`src/rtl/pool_result_writer.sv`:
```
// Pool result writer: packs the pooled-value strobe stream into PACK-lane
// memory words, zero-pads each row end, assigns linear output addresses and
// writes through a small skid FIFO to the feature-map SRAM.
// Optional fused ReLU is enabled by defining POOL_WRITER_RELU_EN.
module pool_result_writer #(
  parameter int DATA_W     = 16,
  parameter int OUT_DIM    = 14,
  parameter int PACK       = 2,
  parameter int FIFO_DEPTH = 4,
  parameter int ADDR_W     = 8,
  parameter int BASE_ADDR  = 0
) (
  input  logic                   clk,
  input  logic                   nrst,
  input  logic                   start,
  input  logic                   pool_done,
  input  logic [DATA_W-1:0]      pool_data,
  input  logic                   pooling_finish,
  output logic                   mem_we,
  output logic [ADDR_W-1:0]      mem_addr,
  output logic [PACK*DATA_W-1:0] mem_wdata,
  input  logic                   mem_ready,
  output logic                   busy,
  output logic                   frame_done,
  output logic                   overflow,
  output logic                   count_err
);

  localparam int WPR        = (OUT_DIM + PACK - 1) / PACK;
  localparam int TOTAL      = OUT_DIM * WPR;
  localparam int TOTAL_VALS = OUT_DIM * OUT_DIM;
  localparam int WORD_W     = PACK * DATA_W;
  localparam int LANE_W     = (PACK > 1) ? $clog2(PACK) : 1;
  localparam int COL_W      = (OUT_DIM > 1) ? $clog2(OUT_DIM) : 1;
  localparam int VAL_W      = $clog2(TOTAL_VALS + 3);
  localparam int PTR_W      = $clog2(FIFO_DEPTH);
  localparam int CNT_W      = PTR_W + 1;

  localparam logic [LANE_W-1:0] LANE_LAST  = LANE_W'(PACK - 1);
  localparam logic [COL_W-1:0]  COL_LAST   = COL_W'(OUT_DIM - 1);
  localparam logic [VAL_W-1:0]  VAL_TARGET = VAL_W'(TOTAL_VALS);
  localparam logic [CNT_W-1:0]  FIFO_FULL  = CNT_W'(FIFO_DEPTH);
  localparam logic [ADDR_W-1:0] BASE       = ADDR_W'(BASE_ADDR);

  // The address counter must reach the last word of the frame without wrapping
  if (BASE_ADDR + TOTAL - 1 >= (1 << ADDR_W)) begin : g_addr_check
    $error("pool_result_writer: ADDR_W too small for BASE_ADDR + TOTAL - 1");
  end
  if (FIFO_DEPTH < 2 || (1 << PTR_W) != FIFO_DEPTH) begin : g_fifo_check
    $error("pool_result_writer: FIFO_DEPTH must be a power of 2, at least 2");
  end

  typedef enum logic [1:0] {IDLE, COLLECT, FLUSH, DONE} state_t;

  state_t                   state_q, state_d;
  logic [WORD_W-1:0]        pack_q, pack_d;
  logic [LANE_W-1:0]        lane_q, lane_d;
  logic [COL_W-1:0]         col_q, col_d;
  logic [COL_W-1:0]         row_q, row_d;
  logic [VAL_W-1:0]         val_q, val_d;
  logic [ADDR_W-1:0]        wr_cnt_q, wr_cnt_d;
  logic [WORD_W-1:0]        fifo_mem_q [FIFO_DEPTH];
  logic [WORD_W-1:0]        fifo_mem_d [FIFO_DEPTH];
  logic [PTR_W-1:0]         rd_ptr_q, rd_ptr_d;
  logic [PTR_W-1:0]         wr_ptr_q, wr_ptr_d;
  logic [CNT_W-1:0]         fifo_cnt_q, fifo_cnt_d;
  logic                     overflow_q, overflow_d;
  logic                     count_err_q, count_err_d;

  logic [DATA_W-1:0]        val_in;
  logic [WORD_W-1:0]        fill_word;
  logic [VAL_W-1:0]         val_total;
  logic                     restart, accept, finish, row_end;
  logic                     push, pop, full, do_push;

  // Input value conditioning: optional clamp of negative values to zero
  always_comb begin
`ifdef POOL_WRITER_RELU_EN
    val_in = pool_data[DATA_W-1] ? '0 : pool_data;
`else
    val_in = pool_data;
`endif
  end

  // Word assembly and FIFO handshake decode
  always_comb begin
    restart = start && (state_q != DONE);
    accept  = (state_q == COLLECT) && pool_done && !start;
    finish  = (state_q == COLLECT) && pooling_finish && !start;
    row_end = (col_q == COL_LAST);
    fill_word = pack_q;
    for (int i = 0; i < PACK; i++) begin
      if (accept && lane_q == LANE_W'(i)) fill_word[i*DATA_W +: DATA_W] = val_in;
    end
    push      = (accept && (lane_q == LANE_LAST || row_end)) ||
                (finish && (accept || lane_q != '0));
    pop       = (fifo_cnt_q != '0) && mem_ready;
    full      = (fifo_cnt_q == FIFO_FULL);
    do_push   = push && (!full || pop);
    val_total = val_q + VAL_W'(accept);
  end

  // Next-state logic for the frame controller
  always_comb begin
    state_d = state_q;
    unique case (state_q)
      IDLE:    if (start) state_d = COLLECT;
      COLLECT: if (!start && pooling_finish) state_d = FLUSH;
      FLUSH:   if (start) state_d = COLLECT;
               else if (fifo_cnt_q == '0) state_d = DONE;
      DONE:    state_d = IDLE;
      default: state_d = IDLE;
    endcase
  end

  // Counter, pack register, FIFO and sticky-flag updates
  always_comb begin
    pack_d      = pack_q;
    lane_d      = lane_q;
    col_d       = col_q;
    row_d       = row_q;
    val_d       = val_q;
    wr_cnt_d    = wr_cnt_q;
    fifo_mem_d  = fifo_mem_q;
    rd_ptr_d    = rd_ptr_q;
    wr_ptr_d    = wr_ptr_q;
    fifo_cnt_d  = fifo_cnt_q;
    overflow_d  = overflow_q;
    count_err_d = count_err_q;
    if (restart) begin
      pack_d      = '0;
      lane_d      = '0;
      col_d       = '0;
      row_d       = '0;
      val_d       = '0;
      wr_cnt_d    = '0;
      rd_ptr_d    = '0;
      wr_ptr_d    = '0;
      fifo_cnt_d  = '0;
      overflow_d  = 1'b0;
      count_err_d = 1'b0;
    end else begin
      if (accept) begin
        pack_d = fill_word;
        lane_d = lane_q + 1'b1;
        col_d  = col_q + 1'b1;
        if (val_q <= VAL_TARGET) val_d = val_q + 1'b1;
        if (row_end) begin
          col_d = '0;
          row_d = row_q + 1'b1;
        end
      end
      if (push) begin
        pack_d = '0;
        lane_d = '0;
      end
      if (finish && val_total != VAL_TARGET) count_err_d = 1'b1;
      if (do_push) begin
        fifo_mem_d[wr_ptr_q] = fill_word;
        wr_ptr_d = wr_ptr_q + 1'b1;
      end
      if (push && !do_push) overflow_d = 1'b1;
      if (pop) begin
        rd_ptr_d = rd_ptr_q + 1'b1;
        wr_cnt_d = wr_cnt_q + 1'b1;
      end
      fifo_cnt_d = fifo_cnt_q + CNT_W'(do_push) - CNT_W'(pop);
    end
  end

  // Frame controller state register
  always_ff @(posedge clk or negedge nrst) begin
    if (!nrst) state_q <= IDLE;
    else       state_q <= state_d;
  end

  // Datapath registers
  always_ff @(posedge clk or negedge nrst) begin
    if (!nrst) begin
      pack_q      <= '0;
      lane_q      <= '0;
      col_q       <= '0;
      row_q       <= '0;
      val_q       <= '0;
      wr_cnt_q    <= '0;
      fifo_mem_q  <= '{default: '0};
      rd_ptr_q    <= '0;
      wr_ptr_q    <= '0;
      fifo_cnt_q  <= '0;
      overflow_q  <= 1'b0;
      count_err_q <= 1'b0;
    end else begin
      pack_q      <= pack_d;
      lane_q      <= lane_d;
      col_q       <= col_d;
      row_q       <= row_d;
      val_q       <= val_d;
      wr_cnt_q    <= wr_cnt_d;
      fifo_mem_q  <= fifo_mem_d;
      rd_ptr_q    <= rd_ptr_d;
      wr_ptr_q    <= wr_ptr_d;
      fifo_cnt_q  <= fifo_cnt_d;
      overflow_q  <= overflow_d;
      count_err_q <= count_err_d;
    end
  end

  // Status and memory-write outputs
  always_comb begin
    busy       = (state_q == COLLECT) || (state_q == FLUSH);
    frame_done = (state_q == DONE);
    mem_we     = (fifo_cnt_q != '0);
    mem_wdata  = fifo_mem_q[rd_ptr_q];
    mem_addr   = BASE + wr_cnt_q;
    overflow   = overflow_q;
    count_err  = count_err_q;
  end

endmodule

```
`config.mk`:
```
export PLATFORM = sky130hd
export DESIGN_NAME = pool_result_writer
export DESIGN_NICKNAME = d
export VERILOG_FILES = /design/src/rtl/pool_result_writer.sv
export SDC_FILE = /design/constraint.sdc
export NUM_CORES = 1
export LEC_CHECK = 0
export BUFFER_PORTS_ARGS = -buffer_cell sky130_fd_sc_hd__buf_2
export CELL_PAD_IN_SITES_DETAIL_PLACEMENT = 1
export CELL_PAD_IN_SITES_GLOBAL_PLACEMENT = 2
export CORE_ASPECT_RATIO = 0.6
export CORE_UTILIZATION = 45
export CTS_BUF_LIST = sky130_fd_sc_hd__clkbuf_16
export DETAILED_ROUTE_END_ITERATION = 10
export PLACE_DENSITY = 0.87
export SETUP_SLACK_MARGIN = 0.1
export SLEW_MARGIN = 20
export SYNTH_ARGS = -nofsm -noshare
export SYNTH_HDL_FRONTEND = slang
export SYNTH_SLANG_ARGS = --single-unit
```
`constraint.sdc`:
```
create_clock -name clk -period 3.8 [get_ports clk]
set_input_delay 0.76 -clock clk [delete_from_list [all_inputs] [get_ports clk]]
set_output_delay 0.76 -clock clk [all_outputs]
set_load 0.1 [all_outputs]
```
==> impl_metrics.yaml <==
timing:
  fmax_ghz: 0.318
  finalHoldViolCount: 0
  hold_slack_ns: 0.280
  finalMaxSlewViolations: 0
  period_minus_slack_ns: 3.15
  rsz0062_at_grt: "false"
  tns_ns: 0
  worst_pin_slew_ns: 0.968
  period_share_pct: 82.9
  slew_headroom_pct: 35.3
  finalSetupViolCount: 0
  final.setup_skew_ns: 0.0119
  fin_ws_ns: 0.652
clock_tree:
  ctsHoldBuffers: 0
  cts.sinks: 192
  clkLatencyLatePin_ns: 0.45
  cts-root-buf: "clkbuf_16"
  cts_made_buffers: 17
  postCtsSetupBuffers: 0
  cts_max_path_buffers: 2
  cts.reportedPaths.clkPinSlew_ns: 0.07
  h-tree-depth: 4
  cts_resized: 0
  cts_tree: "built"
logic_synthesis:
  synthCells: 612
  avgSynthCellArea_um2: 15.5
  postSynthNetCount: 653
  synth_top_cell_by_area: "dfrtp_1"
  yosys_warnings: 0
  syn_area_um2: 9500
  ys_seq_area_share_pct: 50.6
  synth-seq-cells: 192
  synth_cell_types: 52
  synthTopCellsByArea: "dfrtp_1 (51%), mux2_4 (19%), mux4_2 (7.6%)"
  synth_top_area_share_pct: 50.6
job:
  drv_cap: 0
setup_path:
  critPathKind: "reg2out"
  required_ns: 3.04
  crit_slowest_cell: "dfrtp_2"
  r2r_slack_ns: 0.78
  critPathMaxStageDelay_ns: 0.71
  crit_buf_inv: 2
  r2r_end: "fifo_cnt_q[2]$_DFF_PN0_"
  rr_worst_depth: 13
  endpoint_kind: "primary output"
  r2r_start: "state_q[1]$_DFFE_PN0P_"
  cp_cell_sequence: "buf_12, mux4_2, buf_2"
  critPathTopFamily: "flip-flops"
  cp_max_fo: 20
  arrival_ns: 2.39
  start_kind: "flip-flop"
placed_design:
  routabilityCongestion: 0.775
  dpl_worst_slack_ns: 0.644
  dpl.hpwl_um: 14400
  placed_cells: 935
  io_buffers: 66
  place_area_um2: 9990
route:
  drtPass1Iterations: 4
  detailedRoute.firstIterationViolations: 296
  viasPerCell: 5.45
  vias: 5274
  routedWlPerCell_um: 22.5
  drt-total-wl_um: 21700
  ant_nets: 0
  drc: 0
global_route:
  grt_max_degree: 80
  antenna_found_initial: 0
  track_usage_pct: 21.9
  grt_pass1_wl_um: 35500
  grt_pass1_vias: 5969
  grt_overflow: 0
finish:
  diodes: 0
  layout_common_cells: "dfrtp_1 (191), mux2_4 (120), buf_2 (65), mux2_2 (41), mux4_2 (32)"
  fin_cells: 967
  syn2layout_area_growth_pct: 11.0
  final_common_cell: "dfrtp_1"
  nets: 722
  post-route-util_pct: 51.9
  stdcell_area_um2: 10600
  drive_above_1_share_pct: 46.5
die:
  die-area_um2: 21700
  core-area_um2: 20300
  die_y_um: 115
  rows: 40
  die_x_um: 190
  initial_core_util_pct: 46.8
  num_io_pins: 67
pwr:
  irDropWorstVdd_uv: 407
  pwr_density_cell_nw_per_um2: 620
  power.total_mw: 6.54
  p_leak_nw: 5.14
hold_path:
  min_path_type: "in2async"
status:
  status: "finished clean"
[cell usage after synthesis (all sizes together)]
library cell	number
fa	1
nor2	24
a21oi	8
and2b	8
or4	1
nand4	7
nor2b	27
a31oi	3
or4b	1
nand3b	2
mux2i	1
o21a	1
a2111oi	2
o32ai	1
o311ai	1
clkbuf	11
nand3	8
xor2	6
o31ai	4
nand4b	1
and3	3
and2	1
a221oi	1
o211ai	3
or3	3
nand2	20
o22a	1
ha	18
inv	13
a21o	1
mux4	32
nand2b	2
dfrtp	192
o22ai	1
o21ai	9
nor3	4
mux2	161
buf	22
or2	1
xnor2	6
[final cells by class]
type	instances	area, um2
fillers	1973	9770
clock inverters	15	135
well taps	273	342
flip-flops and latches	192	4810
clock buffers	17	425
repair buffers	83	489
inverters	13	48.8
multi-input cells	374	4310
[state kept, by name, summed over array words and instances, names as in the netlist]
name	count
pack_q	32
wr_ptr_q	2
count_err	1
fifo_cnt_q	3
state_q	2
lane_q	1
val_q	8
fifo_mem_q	128
overflow	1
rd_ptr_q	2
wr_cnt_q	8
col_q	4
[worst max-delay path by stage]
stage / slack [ns] / start / endpoint / cells after the start
after CTS: 0.60 / rd_ptr_q[0]$_DFFE_PN0P_ / mem_wdata[25] / 3
after floorplan: 0.95 / start / fifo_cnt_q[2]$_DFF_PN0_ / 11
final: 0.65 / rd_ptr_q[0]$_DFFE_PN0P_ / mem_wdata[25] / 3
after detailed placement: 0.64 / start / fifo_cnt_q[2]$_DFF_PN0_ / 12
after global placement: 0.72 / start / fifo_cnt_q[2]$_DFF_PN0_ / 12
after global routing: 0.54 / rd_ptr_q[0]$_DFFE_PN0P_ / mem_wdata[25] / 3
[cells by family (layout without fill, tap and decap cells)]
| family | after synthesis | in the layout | share of synthesized area, % |
|---|---|---|---|
| xor gates and xnor gates | 12 | 12 | 1.11 |
| DFF | 192 | 192 | 50.6 |
| muxes | 194 | 194 | 31.5 |
| and+or+nand+nor | 113 | 113 | 7.52 |
| AOI/OAI and AO/OA | 36 | 36 | 2.59 |
| adders and majority gates | 19 | 19 | 2.58 |
| buffers and inverters | 46 | 128 | 4.12 |
[routing by layer]
metal | global-route usage (%) | part of all wire, % | vias to the layer above | routed length (um)
met2 | 33.4 | 46 | 84 | 10000
met1 | 31.8 | 50 | 2841 | 10800
met5 | 0 | 0 | - | 0
met3 | 4.57 | 3.1 | 21 | 669
met4 | 5.86 | 1.2 | 0 | 268
li1 | - | - | 2328 | -
[power breakdown]
group	switching (mW)	total, mW	internal (mW)	leakage [nW]
combinational	1.62	2.34	0.717	2.22
sequential	0.199	2.46	2.26	2.66
clock	0.837	1.74	0.908	0.252
total	2.65	6.54	3.89	5.14
Note: power is estimated with default switching activity, not from simulation.
